File: src/rtl/count_sequencer_pkg.sv
// Shared encodings for the count sequencer and the 4-bit load/up/down counter it drives.
package count_sequencer_pkg;

    localparam logic [1:0] CTL_CLR = 2'd0;
    localparam logic [1:0] CTL_UP  = 2'd1;
    localparam logic [1:0] CTL_DN  = 2'd2;
    localparam logic [1:0] CTL_LD  = 2'd3;

    typedef enum logic [2:0] {
        ST_IDLE  = 3'd0,
        ST_LOAD  = 3'd1,
        ST_RUN   = 3'd2,
        ST_PAUSE = 3'd3,
        ST_DONE  = 3'd4
    } state_e;

endpackage

File: src/rtl/count_sequencer_if.sv
// Software/config side of the sequencer: run control, configuration and status.
interface count_sequencer_if #(
    parameter int WIDTH  = 4,
    parameter int PASS_W = 8
);
    logic              start_i;
    logic              abort_i;
    logic              pause_i;
    logic [WIDTH-1:0]  cfg_start_i;
    logic [WIDTH-1:0]  cfg_end_i;
    logic              cfg_down_i;
    logic              cfg_reload_i;
    logic              busy_o;
    logic              done_o;
    logic [PASS_W-1:0] pass_cnt_o;

    modport master (
        output start_i, abort_i, pause_i, cfg_start_i, cfg_end_i, cfg_down_i, cfg_reload_i,
        input  busy_o, done_o, pass_cnt_o
    );

    modport slave (
        input  start_i, abort_i, pause_i, cfg_start_i, cfg_end_i, cfg_down_i, cfg_reload_i,
        output busy_o, done_o, pass_cnt_o
    );
endinterface

File: src/rtl/count_sequencer.sv
// Run controller for counter4bit: load start, step toward end, then hold or auto-reload.
module count_sequencer
    import count_sequencer_pkg::*;
#(
    parameter int WIDTH  = 4,
    parameter int PASS_W = 8
) (
    input  logic             clk,
    input  logic             reset_n,
    count_sequencer_if.slave bus,
    input  logic [WIDTH-1:0] count_i,
    output logic [1:0]       ctl_o,
    output logic [WIDTH-1:0] load_o
);
    state_e            state_q, state_d;
    logic [WIDTH-1:0]  cfg_start_q, cfg_end_q;
    logic              cfg_down_q, cfg_reload_q;
    logic [PASS_W-1:0] pass_q;
    logic              latch, pass_inc, done;

    // The counter has no hold code, so every non-stepping cycle reloads its own value.
    always_comb begin
        state_d  = state_q;
        ctl_o    = CTL_LD;
        load_o   = count_i;
        done     = 1'b0;
        latch    = 1'b0;
        pass_inc = 1'b0;
        if (reset_n) begin
            if (bus.abort_i) begin
                ctl_o   = CTL_CLR;
                state_d = ST_IDLE;
            end else begin
                case (state_q)
                    ST_IDLE, ST_DONE: begin
                        if (bus.start_i) begin
                            latch   = 1'b1;
                            state_d = ST_LOAD;
                        end
                    end
                    ST_LOAD: begin
                        load_o  = cfg_start_q;
                        state_d = ST_RUN;
                    end
                    // PAUSE released evaluates exactly like RUN in the same cycle.
                    ST_RUN, ST_PAUSE: begin
                        if (bus.pause_i) begin
                            state_d = ST_PAUSE;
                        end else if (count_i == cfg_end_q) begin
                            done     = 1'b1;
                            pass_inc = 1'b1;
                            if (cfg_reload_q) begin
                                load_o  = cfg_start_q;
                                state_d = ST_RUN;
                            end else begin
                                state_d = ST_DONE;
                            end
                        end else begin
                            ctl_o   = cfg_down_q ? CTL_DN : CTL_UP;
                            state_d = ST_RUN;
                        end
                    end
                    default: state_d = ST_IDLE;
                endcase
            end
        end
    end

    always_ff @(posedge clk or negedge reset_n) begin
        if (!reset_n) begin
            state_q      <= ST_IDLE;
            cfg_start_q  <= '0;
            cfg_end_q    <= '0;
            cfg_down_q   <= 1'b0;
            cfg_reload_q <= 1'b0;
            pass_q       <= '0;
        end else begin
            state_q <= state_d;
            if (latch) begin
                cfg_start_q  <= bus.cfg_start_i;
                cfg_end_q    <= bus.cfg_end_i;
                cfg_down_q   <= bus.cfg_down_i;
                cfg_reload_q <= bus.cfg_reload_i;
                pass_q       <= '0;
            end else if (pass_inc) begin
                pass_q <= pass_q + PASS_W'(1);
            end
        end
    end

    assign bus.busy_o     = (state_q == ST_LOAD) || (state_q == ST_RUN) || (state_q == ST_PAUSE);
    assign bus.done_o     = done;
    assign bus.pass_cnt_o = pass_q;
endmodule
File: src/flat_wrapper.sv
// flat-port wrapper written by rule: the top's interface ports become plain ports
module count_sequencer_flat import count_sequencer_pkg::*;
#(
    parameter int WIDTH  = 4,
    parameter int PASS_W = 8
)
  (clk, reset_n, count_i, ctl_o, load_o, bus_start_i, bus_abort_i, bus_pause_i, bus_cfg_start_i, bus_cfg_end_i, bus_cfg_down_i, bus_cfg_reload_i, bus_busy_o, bus_done_o, bus_pass_cnt_o);
  count_sequencer_if #(.WIDTH(WIDTH), .PASS_W(PASS_W)) bus_i ();
  input  logic clk;
  input  logic reset_n;
  input  logic [WIDTH-1:0] count_i;
  output logic [1:0] ctl_o;
  output logic [WIDTH-1:0] load_o;
  input wire logic [$bits(bus_i.start_i)-1:0] bus_start_i;
  input wire logic [$bits(bus_i.abort_i)-1:0] bus_abort_i;
  input wire logic [$bits(bus_i.pause_i)-1:0] bus_pause_i;
  input wire logic [$bits(bus_i.cfg_start_i)-1:0] bus_cfg_start_i;
  input wire logic [$bits(bus_i.cfg_end_i)-1:0] bus_cfg_end_i;
  input wire logic [$bits(bus_i.cfg_down_i)-1:0] bus_cfg_down_i;
  input wire logic [$bits(bus_i.cfg_reload_i)-1:0] bus_cfg_reload_i;
  output wire logic [$bits(bus_i.busy_o)-1:0] bus_busy_o;
  output wire logic [$bits(bus_i.done_o)-1:0] bus_done_o;
  output wire logic [$bits(bus_i.pass_cnt_o)-1:0] bus_pass_cnt_o;
  assign bus_i.start_i = bus_start_i;
  assign bus_i.abort_i = bus_abort_i;
  assign bus_i.pause_i = bus_pause_i;
  assign bus_i.cfg_start_i = bus_cfg_start_i;
  assign bus_i.cfg_end_i = bus_cfg_end_i;
  assign bus_i.cfg_down_i = bus_cfg_down_i;
  assign bus_i.cfg_reload_i = bus_cfg_reload_i;
  assign bus_busy_o = bus_i.busy_o;
  assign bus_done_o = bus_i.done_o;
  assign bus_pass_cnt_o = bus_i.pass_cnt_o;
  count_sequencer #(.WIDTH(WIDTH), .PASS_W(PASS_W)) u_core (.clk(clk), .reset_n(reset_n), .bus(bus_i), .count_i(count_i), .ctl_o(ctl_o), .load_o(load_o));
endmodule
File: config.mk
export PLATFORM = sky130hd
export DESIGN_NAME = count_sequencer_flat
export DESIGN_NICKNAME = d
export VERILOG_FILES = /design/src/rtl/count_sequencer_pkg.sv /design/src/rtl/count_sequencer_if.sv /design/src/rtl/count_sequencer.sv /design/src/flat_wrapper.sv
export SDC_FILE = /design/constraint.sdc
export NUM_CORES = 1
export LEC_CHECK = 0
export ABC_AREA = 0
export CORE_ASPECT_RATIO = 0.5
export CORE_MARGIN = 4
export CORE_UTILIZATION = 41
export DETAILED_ROUTE_END_ITERATION = 8
export MAX_ROUTING_LAYER = met4
export PLACE_DENSITY_LB_ADDON = 0.2
export SYNTH_ARGS = -nofsm -noshare
export SYNTH_HDL_FRONTEND = slang
export SYNTH_SLANG_ARGS = --single-unit
File: constraint.sdc
create_clock -name clk -period 4.95 [get_ports clk]
set_input_delay 1.485 -clock clk [delete_from_list [all_inputs] [get_ports clk]]
set_output_delay 1.485 -clock clk [all_outputs]
set_load 0.02 [all_outputs]
==> reports/metrics.yaml, run 1 <==
dr.pass1.iters: 4
clock_sinks: 21
core_mm2: 0.00277
whs_endpoint: "u_core.cfg_down_q$_DFFE_PN0P_"
ff2ff_setup_slack_ns: 3.17
crit_fanout: 13
drt_wl_total_um: 3150
post_synth.cell_area_avg_um2: 8.70
place_inst: 219
netlist_instances: 145
grt_pass1_vias: 1125
end_kind: "output port"
min_from: "u_core.cfg_down_q$_DFFE_PN0P_"
hold_slack_ns: 0.509
grt_pass1_wl_um: 5230
outcome: "complete, no violations"
synth_cell_type_count: 34
peakVddDrop_v: 0.000124
fin_crit_sh: 0.986
slew_viol_final: 0
clock_path_buffers: 2
yosysSeqAreaShare: 0.417
synth_top_area_share: 0.417
insertion_delay_ns: 0.26
setup_violations: 0
grt_max_degree: 27
drive_gt1_frac: 0.0968
finalSetupTns_ns: 0
r2r_start: "u_core.cfg_end_q[1]$_DFFE_PN0P_"
tritoncts: "yes"
ys_ff_latch: 21
synth.top_cells.by_area: "dfrtp_1, nand2_1, mux2i_1"
routedWlPerCell_um: 14.1
p_per_area_mw_per_mm2: 271
rsz0062_at_grt: "false"
clk_pin_slew_worst_paths_ns: 0.08
grt_usage: 0.176
area_delta_synth_final_pct: 38.0
leakagePower_nw: 0.748
post-dp-hpwl_um: 2370
drcViolationCount: 0
die_area_mm2: 0.00408
tightest_slew_ns: 0.792
synth_fp_nets: 165
layout_min_cycle_time_ns: 4.88
r2r_end: "u_core.bus.pass_cnt_o[3]$_DFFE_PN0P_"
timing_worst_setup_path_type: "in2out"
worstHoldPathCells: 2
arrival_ns: 3.40
yosysWarningCount: 0
vias_per_cell: 5.50
netlist_area_mm2: 0.00126
startpoint_type: "input port"
place.gp.congestion: 0.762
synth-edff-count: 0
portBuffers: 34
nNetsFinal: 207
num_rows: 13
r2r_cells: 6
cts_inserted_buffers: 3
required_ns: 3.46
final_cell_count_no_fill: 223
fin_skew_ns: 0.00190
die_w_um: 86.4
netlist.top_cell.by_area: "dfrtp_1"
slew_headroom: 0.471
synth_ff_type: "dfrtp_1"
drt_iter0_markers: 40
maxCapViolCount: 0
start_util: 0.456
pin_count: 35
htreeDepth: 1
vias: 1226
antennaDiodeCount: 0
grt_antenna_before_repair: 0
die_y_um: 47.2
async_flop_share: 1.00
fmax_mhz: 205
hold_path_class: "reg2reg"
antenna_left: 0
cts-root-buf: "clkbuf_8"
finalHoldViolCount: 0
postCtsSetupBuffers: 0
overflow: 0
worst max path at each step:
stage / from / endpoint / slack (ns) / cells after the start
after floorplan: count_i[2] / ctl_o[0] / 0.90 / 5
after global placement: reset_n / load_o[3] / -0.0004 / 6
after detailed placement: reset_n / load_o[1] / -0.07 / 6
after CTS: count_i[2] / ctl_o[0] / 0.07 / 7
after global routing: count_i[2] / ctl_o[0] / 0.0001 / 7
final: count_i[2] / ctl_o[0] / 0.07 / 7
logic make-up (layout without fill, tap and decap cells):
family | Yosys count | count (layout) | share of synthesized area
DFF | 21 | 21 | 0.417
adders and majority gates | 1 | 1 | 0.00992
xor gates and xnor gates | 4 | 4 | 0.0278
muxes | 5 | 5 | 0.0397
buffers and inverters | 17 | 58 | 0.0526
AOI/OAI and AO/OA | 29 | 29 | 0.160
and+or+nand+nor | 68 | 68 | 0.294
per-layer routing:
| layer | share of wire | up-vias | track usage |
|---|---|---|---|
| li1 | - | 611 | - |
| met5 | 0 | - | - |
| met3 | 0.075 | 2 | 0.0525 |
| met1 | 0.47 | 573 | 0.219 |
| met4 | 0.0060 | 0 | 0.0466 |
| met2 | 0.45 | 40 | 0.284 |
flip-flops by register name, indices dropped and copies added, names as in the netlist:
signal and cells:
u_core.state_q 3, u_core.cfg_start_q 4, u_core.cfg_down_q 1, u_core.cfg_reload_q 1, u_core.cfg_end_q 4, u_core.bus.pass_cnt_o 8
stage by stage:
stage	area [um2]	total power, W	setup slack (ns)	utilization
final	1740	0.000472	0.0699	0.629
after global routing	1740	0.000499	0.000115	0.629
after CTS	1740	0.000477	0.0708	0.629
after detailed placement	1690	0.000362	-0.0738	0.613
after global placement	1690	0.000358	-0.000423	0.613
after floorplan	1260	0.000298	0.897	-
layout make-up:
| class | instances | area, um2 |
|---|---|---|
| clock buffers | 3 | 41.3 |
| clock inverters | 1 | 5.00 |
| fillers | 255 | 1020 |
| inverters | 10 | 37.5 |
| multi-input cells | 107 | 672 |
| flip-flops and latches | 21 | 526 |
| well taps | 37 | 46.3 |
| repair buffers | 44 | 413 |
placed cells by master, fill, tap and decap left out, types with 2 or more instances in the layout:
cell	n
mux2i_1	5
nand2b_1	5
or4_1	3
nand3_1	7
a21oi_1	2
buf_4	10
dlygate4sd2_1	4
o31ai_1	3
o21ai_0	10
o22ai_1	2
nor2_1	2
nand4_1	3
xnor2_1	4
nand2_1	29
o311ai_1	3
and3_1	4
clkbuf_8	3
inv_1	10
clkdlybuf4s50_1	29
dfrtp_1	21
a311o_1	4
nor4_1	6
cells in the mapped netlist (all sizes together) (4+ instances only):
master,number
o21ai,10
a311o,4
mux2i,5
xnor2,4
nor4,6
dfrtp,21
nand2,31
nand3,7
inv,10
clkbuf,5
nand2b,5
o311ai,4
and3,4
what timing repair did:
item,4_1_cts,5_1_grt
hold endpoints to repair,0,0
gates resized for setup,7,1
pin swaps,0,0
hold buffers,0,0
endpoints found under the setup margin,4,1
worst max-delay path: stages:
cell and delay [ns]:
clkdlybuf4s50_1 0.53, xnor2_1 0.14, nand4_1 0.11, buf_4 0.19, and3_1 0.17, o21ai_0 0.13
clkdlybuf4s50_1 0.62
where the power goes:
group	total, W	internal (W)	switching, W
Sequential	0.000215	0.000197	0.0000182
Clock	0.000116	0.0000562	0.0000601
Combinational	0.000140	0.0000619	0.0000782
Total	0.000472	0.000315	0.000156
Power figures use the tool's default switching activity.
==> inputs of run 2 (changes only) <==
--- a/config.mk
+++ b/config.mk
@@ -9,9 +9,11 @@
 export CORE_ASPECT_RATIO = 0.5
 export CORE_MARGIN = 4
 export CORE_UTILIZATION = 41
+export CTS_BUF_LIST = sky130_fd_sc_hd__clkbuf_2 sky130_fd_sc_hd__clkbuf_4 sky130_fd_sc_hd__clkbuf_8
 export DETAILED_ROUTE_END_ITERATION = 8
 export MAX_ROUTING_LAYER = met4
 export PLACE_DENSITY_LB_ADDON = 0.2
+export SLEW_MARGIN = 20
 export SYNTH_ARGS = -nofsm -noshare
 export SYNTH_HDL_FRONTEND = slang
 export SYNTH_SLANG_ARGS = --single-unit
==> results of run 2 <==
Final layout, timing and power as in run 1 (identical DEF).
